File: config.mk
export PLATFORM = sky130hd
export DESIGN_NAME = snake_head_mover
export DESIGN_NICKNAME = d
export VERILOG_FILES = /design/src/rtl/snake_head_mover.sv
export SDC_FILE = /design/constraint.sdc
export NUM_CORES = 1
export LEC_CHECK = 0
export ABC_AREA = 1
export CAP_MARGIN = 20
export CORE_ASPECT_RATIO = 0.8
export CORE_MARGIN = 2
export CORE_UTILIZATION = 53
export CTS_CLUSTER_DIAMETER = 200
export DETAILED_ROUTE_END_ITERATION = 16
export PLACE_DENSITY = 0.79
export SYNTH_ARGS = -nofsm -noshare
export SYNTH_HDL_FRONTEND = slang
export SYNTH_SLANG_ARGS = --single-unit
File: constraint.sdc
create_clock -name clk -period 2.7 [get_ports clk]
set_clock_uncertainty 0.2 [all_clocks]
set_input_delay 0.54 -clock clk [delete_from_list [all_inputs] [get_ports clk]]
set_output_delay 0.54 -clock clk [all_outputs]
set_load 0.05 [all_outputs]
File: src/rtl/snake_head_mover.sv
// snake_head_mover: steps head (headX,headY) one cell per TICK_DIV cycles in the one-hot dir (dirL/U/D/R), IDLE/RUN/DEAD on start/wall hit; outputs moveTick pulse, gameOver level
module snake_head_mover #(
  parameter int GRID_W   = 16,
  parameter int GRID_H   = 16,
  parameter int START_X  = 8,
  parameter int START_Y  = 8,
  parameter int TICK_DIV = 25000000,
  parameter int XW       = $clog2(GRID_W),
  parameter int YW       = $clog2(GRID_H)
) (
  input  logic          clk,
  input  logic          reset,
  input  logic          dirL,
  input  logic          dirU,
  input  logic          dirD,
  input  logic          dirR,
  input  logic          start,
  output logic [XW-1:0] headX,
  output logic [YW-1:0] headY,
  output logic          moveTick,
  output logic          gameOver
);
  localparam int CW = $clog2(TICK_DIV);
  localparam logic [XW-1:0] X_MAX = XW'(GRID_W - 1);
  localparam logic [YW-1:0] Y_MAX = YW'(GRID_H - 1);
  localparam logic [XW-1:0] X0 = XW'(START_X);
  localparam logic [YW-1:0] Y0 = YW'(START_Y);
  localparam logic [CW-1:0] C_MAX = CW'(TICK_DIV - 1);
  typedef enum logic [1:0] {IDLE, RUN, DEAD} state_t;
  state_t state_q;
  logic [XW-1:0] x_q, x_d;
  logic [YW-1:0] y_q, y_d;
  logic [CW-1:0] cnt_q;
  logic move_q, dead_q, valid, hit;
  always_comb begin
    valid = $onehot({dirL, dirU, dirD, dirR});
    hit = valid && ((dirL && x_q == '0) || (dirR && x_q == X_MAX) ||
                    (dirU && y_q == '0) || (dirD && y_q == Y_MAX));
    x_d = dirL ? x_q - 1'b1 : dirR ? x_q + 1'b1 : x_q;
    y_d = dirU ? y_q - 1'b1 : dirD ? y_q + 1'b1 : y_q;
  end
  always_ff @(posedge clk) begin
    if (reset) begin
      state_q <= IDLE;
      x_q     <= X0;
      y_q     <= Y0;
      cnt_q   <= '0;
      move_q  <= 1'b0;
      dead_q  <= 1'b0;
    end else begin
      move_q <= 1'b0;
      case (state_q)
        IDLE: if (start) begin
          state_q <= RUN;
          cnt_q   <= '0;
        end
        RUN: if (cnt_q != C_MAX) cnt_q <= cnt_q + 1'b1;
        else begin
          cnt_q <= '0;
          if (hit) begin
            state_q <= DEAD;
            dead_q  <= 1'b1;
          end else if (valid) begin
            x_q    <= x_d;
            y_q    <= y_d;
            move_q <= 1'b1;
          end
        end
        DEAD: if (start) begin
          state_q <= RUN;
          x_q     <= X0;
          y_q     <= Y0;
          cnt_q   <= '0;
          dead_q  <= 1'b0;
        end
        default: state_q <= IDLE;
      endcase
    end
  end
  assign headX    = x_q;
  assign headY    = y_q;
  assign moveTick = move_q;
  assign gameOver = dead_q;
endmodule

=== Word level (Yosys, flattened, before mapping) ===
Index checks and enable logic that the tools add are counted.

* Register bits: 37
* Output and inout port bits: 10
* Logic and storage cells: 74

* Muxes and demuxes: 25
* Equal/unequal tests: 14
* $add $sub $neg: 8
* Bitwise operators: 1
* Reductions and logical operators: 20

{| class="wikitable"
|+ Operator list
! operator !! number
|-
| $mux 25 || 2
|-
| $pmux 25 s2 || 1
|-
| $mux 4 || 11
|-
| $add 25x1->25 const B || 1
|-
| $ne 25x25->1 const B || 1
|-
| $pmux 4 s2 || 2
|-
| $reduce_and 6->1 || 2
|-
| $ne 2x2->1 const B || 5
|-
| $add 4x1->4 const B || 2
|-
| $eq 4x4->1 const B || 2
|-
| $logic_not 4->1 || 2
|-
| $sub 4x1->4 const B || 2
|-
| $mux 2 || 3
|-
| $ne 3x3->1 const B || 2
|-
| $logic_and 1x1->1 || 5
|-
| $add 1x1->2 || 2
|-
| $mux 1 || 4
|-
| $pmux 2 s2 || 1
|-
| $reduce_and 4->1 || 1
|-
| $reduce_bool 2->1 || 2
|-
| $reduce_or 4->1 || 1
|-
| $add 2x2->3 || 1
|-
| $eq 3x1->1 const B || 1
|-
| $logic_or 1x1->1 || 3
|-
| other kinds (9) || 9
|}

=== Depth between registers and ports, before layout ===
* Word-level depth: 9
* Mapped depth: 14
* Gate-level depth less buffers: 14

=== Worst setup path after synthesis ===
OpenSTA, ideal clock, no wires.

* Path type: in2reg
* From: input dirL
* To: register x_q[2] (netlist: headX[2])
* Arrival: 2368 ps
* Setup time: 117 ps
* Slack: 15 ps
* Cell stages on the path: 13
* Path through: inv_1 > fa_1 > inv_1 > ha_1 > ha_1 > nor2_1 > nand2_1 > inv_1 > nand2_1 > nand2_1 > nand2_1 > a21oi_1 > nor2_1

* Cells in the longest elaborated chain, start to end: 7
* Elaborated cells between the ends (all ways): 17
* Those cells by class: add/sub: 2; eq/ne: 4; mux: 5; reduce/logical: 6

{| class="wikitable"
|+ Ends and longest elaborated chain
! element !! RTL line !! text
|-
| start: declaration || 13 || <nowiki>input logic dirL,</nowiki>
|-
| parallel branches: the longest is 7 deep, another holds $add 2x2->3 || - ||
|-
| end signal: assignment || 45 || <nowiki>x_q <= X0;</nowiki>
|-
| end signal: assignment || 64 || <nowiki>x_q <= x_d;</nowiki>
|-
| end signal: assignment || 71 || <nowiki>x_q <= X0;</nowiki>
|-
| end: declaration || 31 || <nowiki>logic [XW-1:0] x_q, x_d;</nowiki>
|}

Parallel ways; which one is timed is not known. The select of a mux whose other input is x is not followed.
A chain may end at the register's enable or synchronous reset.

=== Worst setup path after layout ===
* From: input dirL
* To: register move_q (netlist: moveTick)

* Cells in the longest elaborated chain, start to end: 6
* Elaborated cells between the ends (all ways): 10
* Those cells by class: add/sub: 2; eq/ne: 1; mux: 1; reduce/logical: 6

{| class="wikitable"
|+ Ends and longest elaborated chain
! element !! RTL line !! text
|-
| parallel branches: the longest is 6 deep, another holds $add 2x2->3 || - ||
|-
| end signal: assignment || 48 || <nowiki>move_q <= 1'b0;</nowiki>
|-
| end signal: assignment || 51 || <nowiki>move_q <= 1'b0;</nowiki>
|-
| end signal: assignment || 66 || <nowiki>move_q <= 1'b1;</nowiki>
|-
| end: declaration || 34 || <nowiki>logic move_q, dead_q, valid, hit;</nowiki>
|}

Parallel ways; which one is timed is not known.

==> metrics.md <==
| Metric | Value |
|---|---|
| Worst Setup Start Kind | input pin |
| RSZ-0062 raised after global routing | no |
| Commonest non-fill, non-tap cell in the layout | nand2_1 |
| CP endpoint kind | flip-flop |
| Vias | 2622 |
| Register-to-Register Path Depth | 9 |
| Layout cell share with drive strength beyond 1 | 12.0% |
| CTS H-tree lvls | 2 |
| Clock buffer count from CTS | 5 |
| Final hold vios | 0 |
| Clk_lat worst skew | 0.30 ns |
| Crit Path Max Fanout | 3 |
| Netlist Area Pre-Place | 0.00256 mm2 |
| Dpl cells | 484 |
| Post-Route WL | 6170 um |
| Path type of the worst min-delay path | reg2reg |
| Slew Viols, Final | 0 |
| Row Count | 22 |
| Detail-routed via count per cell | 5.31 |
| Slowest-stage cell, CP | fa_1 |
| CP top delay family | adder cells |
| Die area | 0.00540 mm2 |
| 1st-iter DRT viols | 238 |
| Required @ worst endpoint | 2.70 ns |
| Worst Hold End | gameOver |
| RR Endpoint | moveTick |
| Met2 usage | 37.7% |
| GR peak layer | met1 |
| Setup CP Type | in2reg |
| Yosys reg bits | 37 |
| Pre-CTS setup slack | -0.571 ns |
| Max VDD drop | 0.296 mV |
| HPWL Detailed | 4620 um |
| Pwr dens | 482 mW/mm2 |
| Clock tree root buffer cell | clkbuf_8 |
| Die W | 81.7 um |
| Slew margin rel. | 56.6% |
| Core ar. | 0.00462 mm2 |
| Avg Inst Size Synth | 6.32 um2 |
| Largest net degree at the start of global routing | 21 |
| # IOs | 17 |
| Fmax | 393 MHz |
| Nets@finish | 450 |
| Worst R2R Setup Slack | 0.70 ns |
| Vias in the first global route | 2313 |
| Hold Path Stages | 2 |
| First-pass GRT wire length | 10700 um |
| Routability-driven placement congestion ratio | 0.972 |
| PnR worst setup slack | 0.152 ns |
| Most frequent cells in the layout | nand2_1, nor2_1, inv_1, nand3_1, dfxtp_1 |
| Synth unique cells | 35 |
| Initial antenna violation count | 0 |
| Gr ovfl total | 0 |
| Final setup fails | 0 |
| Yosys warns | 0 |
| Mean routed wirelength per cell | 12.5 um |
| WP data arrival | 2.55 ns |
| Detailed Routing Iterations Pass 1 | 5 |
| Routed Antenna Nets | 0 |
| Area grow syn2layout | 15.3% |
| Total track usage | 25.7% |
| CP dominant cell by count | buf_4 |
| M1 GR Usage | 38.0% |
| Clock transition at path regs | 0.08 ns |
| DRC Markers | 0 |
| TritonCTS clock tree | yes |
| Hold Crit Start | gameOver |
| Worst path buffer plus inverter count | 6 |
| Clock period minus worst slack | 2.55 ns |
| Final period utilization | 94.4% |
| Critical-path cell list | clkbuf_2, inv_2, fa_1, inv_1, ha_1, ha_1, nor2_1, nand2_1, buf_4, buf_4, buf_4, nor4_2 |
| Critical Path Max Stage Delay | 0.53 ns |
| Initial core utilization | 55.3% |
| Post-synthesis sequential area ratio | 28.9% |
| Final cell count without fillers | 494 |
| Static leakage | 1.22 nW |
| Port Buf Inserts | 16 |
| Sink Count | 37 |
| Die height | 66.1 um |
| Met3 Use GR | 4.78% |
| Worst slew pin tran | 0.651 ns |
| Status | finished, final reports clean |
| Post-Synthesis Cells | 405 |
| Mapped Nets | 422 |
| Max clock buf depth | 2 |
| ANT cells | 0 |
| Reg2reg start | cnt_q[0] |
| # Max-Cap Violations | 0 |
cell families after synthesis:
group	after synthesis	synth area share, %
simple gates	241	42.3
buf+inv	60	9.83
compound gates	52	11.4
flops	37	28.9
fa+ha+maj	10	5.77
xor+xnor	5	1.71
Yosys cell counts (all sizes together):
cell type / instances / share of area, %
nand2: 116 / 18
nor2: 59 / 9.5
inv: 53 / 7.9
nand3: 41 / 8.7
dfxtp: 37 / 29
a21oi: 35 / 7.4
nand4: 13 / 3.2
o21ai: 13 / 2.8
ha: 7 / 3.4
buf: 4 / 1.5
xor2: 4 / 1.4
clkbuf: 3 / 0.44
fa: 3 / 2.3
nand3b: 3 / 0.88
nor3: 3 / 0.59
or2: 3 / 0.73
o21bai: 2 / 0.59
a211oi: 1 / 0.29
and3: 1 / 0.24
nor3b: 1 / 0.29
nor4: 1 / 0.49
o22ai: 1 / 0.24
xnor2: 1 / 0.34
registers in the layout (all words and copies together) (netlist names):
name,flops
headX,4
gameOver,1
state_q,2
cnt_q,25
moveTick,1
headY,4
tightest hold or removal path: cells and delay by family (launching register included):
kind,cells,cell delay (ns)
simple gates,1,0.06
compound gates,1,0.05
flops,1,0.31
layout make-up:
| type | count | area (um2) |
|---|---|---|
| flip-flops and latches | 37 | 741 |
| repair buffers | 28 | 235 |
| clock buffers | 6 | 82.6 |
| fillers | 424 | 1680 |
| clock inverters | 2 | 37.5 |
| well taps | 60 | 75.1 |
| multi-input cells | 308 | 1580 |
| inverters | 53 | 201 |
worst max-delay path by stage:
| stage | start | end | slack [ns] | cells after the start |
|---|---|---|---|---|
| after floorplan | dirL | headX[2] | 0.02 | 13 |
| after global placement | dirL | headX[3] | -0.50 | 14 |
| after detailed placement | dirL | headX[1] | -0.57 | 14 |
| after CTS | dirL | headX[1] | 0.05 | 14 |
| after global routing | dirL | headX[3] | 0.04 | 14 |
| final | dirL | moveTick | 0.15 | 12 |
power by group:
group,switching [mW],internal [mW]
clock,0.213,0.301
combinational,0.204,0.119
sequential,0.0228,0.562
total,0.440,0.982
metrics by stage:
step | setup TNS (ns) | total power, mW | cell area (um2) | hold WS, ns | util [%]
2_1_floorplan | 0 | 0.820 | 2560 | 0.268 | -
3_3_place_gp | -5.00 | 0.899 | 2820 | 0.254 | 61.0
3_5_place_dp | -5.81 | 0.909 | 2820 | 0.254 | 61.0
4_1_cts | 0 | 1.42 | 2950 | 0.266 | 63.9
5_1_grt | 0 | 1.49 | 2950 | 0.302 | 63.8
6_report | 0 | 1.42 | 2950 | 0.267 | 63.8
layer usage:
layer	vias to the layer above	part of all wire [%]	routed length, um
li1	1355	-	-
met2	72	42	2590
met5	-	0	0
met1	1182	51	3140
met3	13	5.9	361
met4	0	1.3	78
repair_timing:
action                     in CTS  in global routing
pin swaps                       2                  1
setup endpoints to repair      11                 10
resized for setup               9                  6
setup buffers                   1                  1
hold buffers                    0                  0
Note: power is estimated with default switching activity, not from simulation.
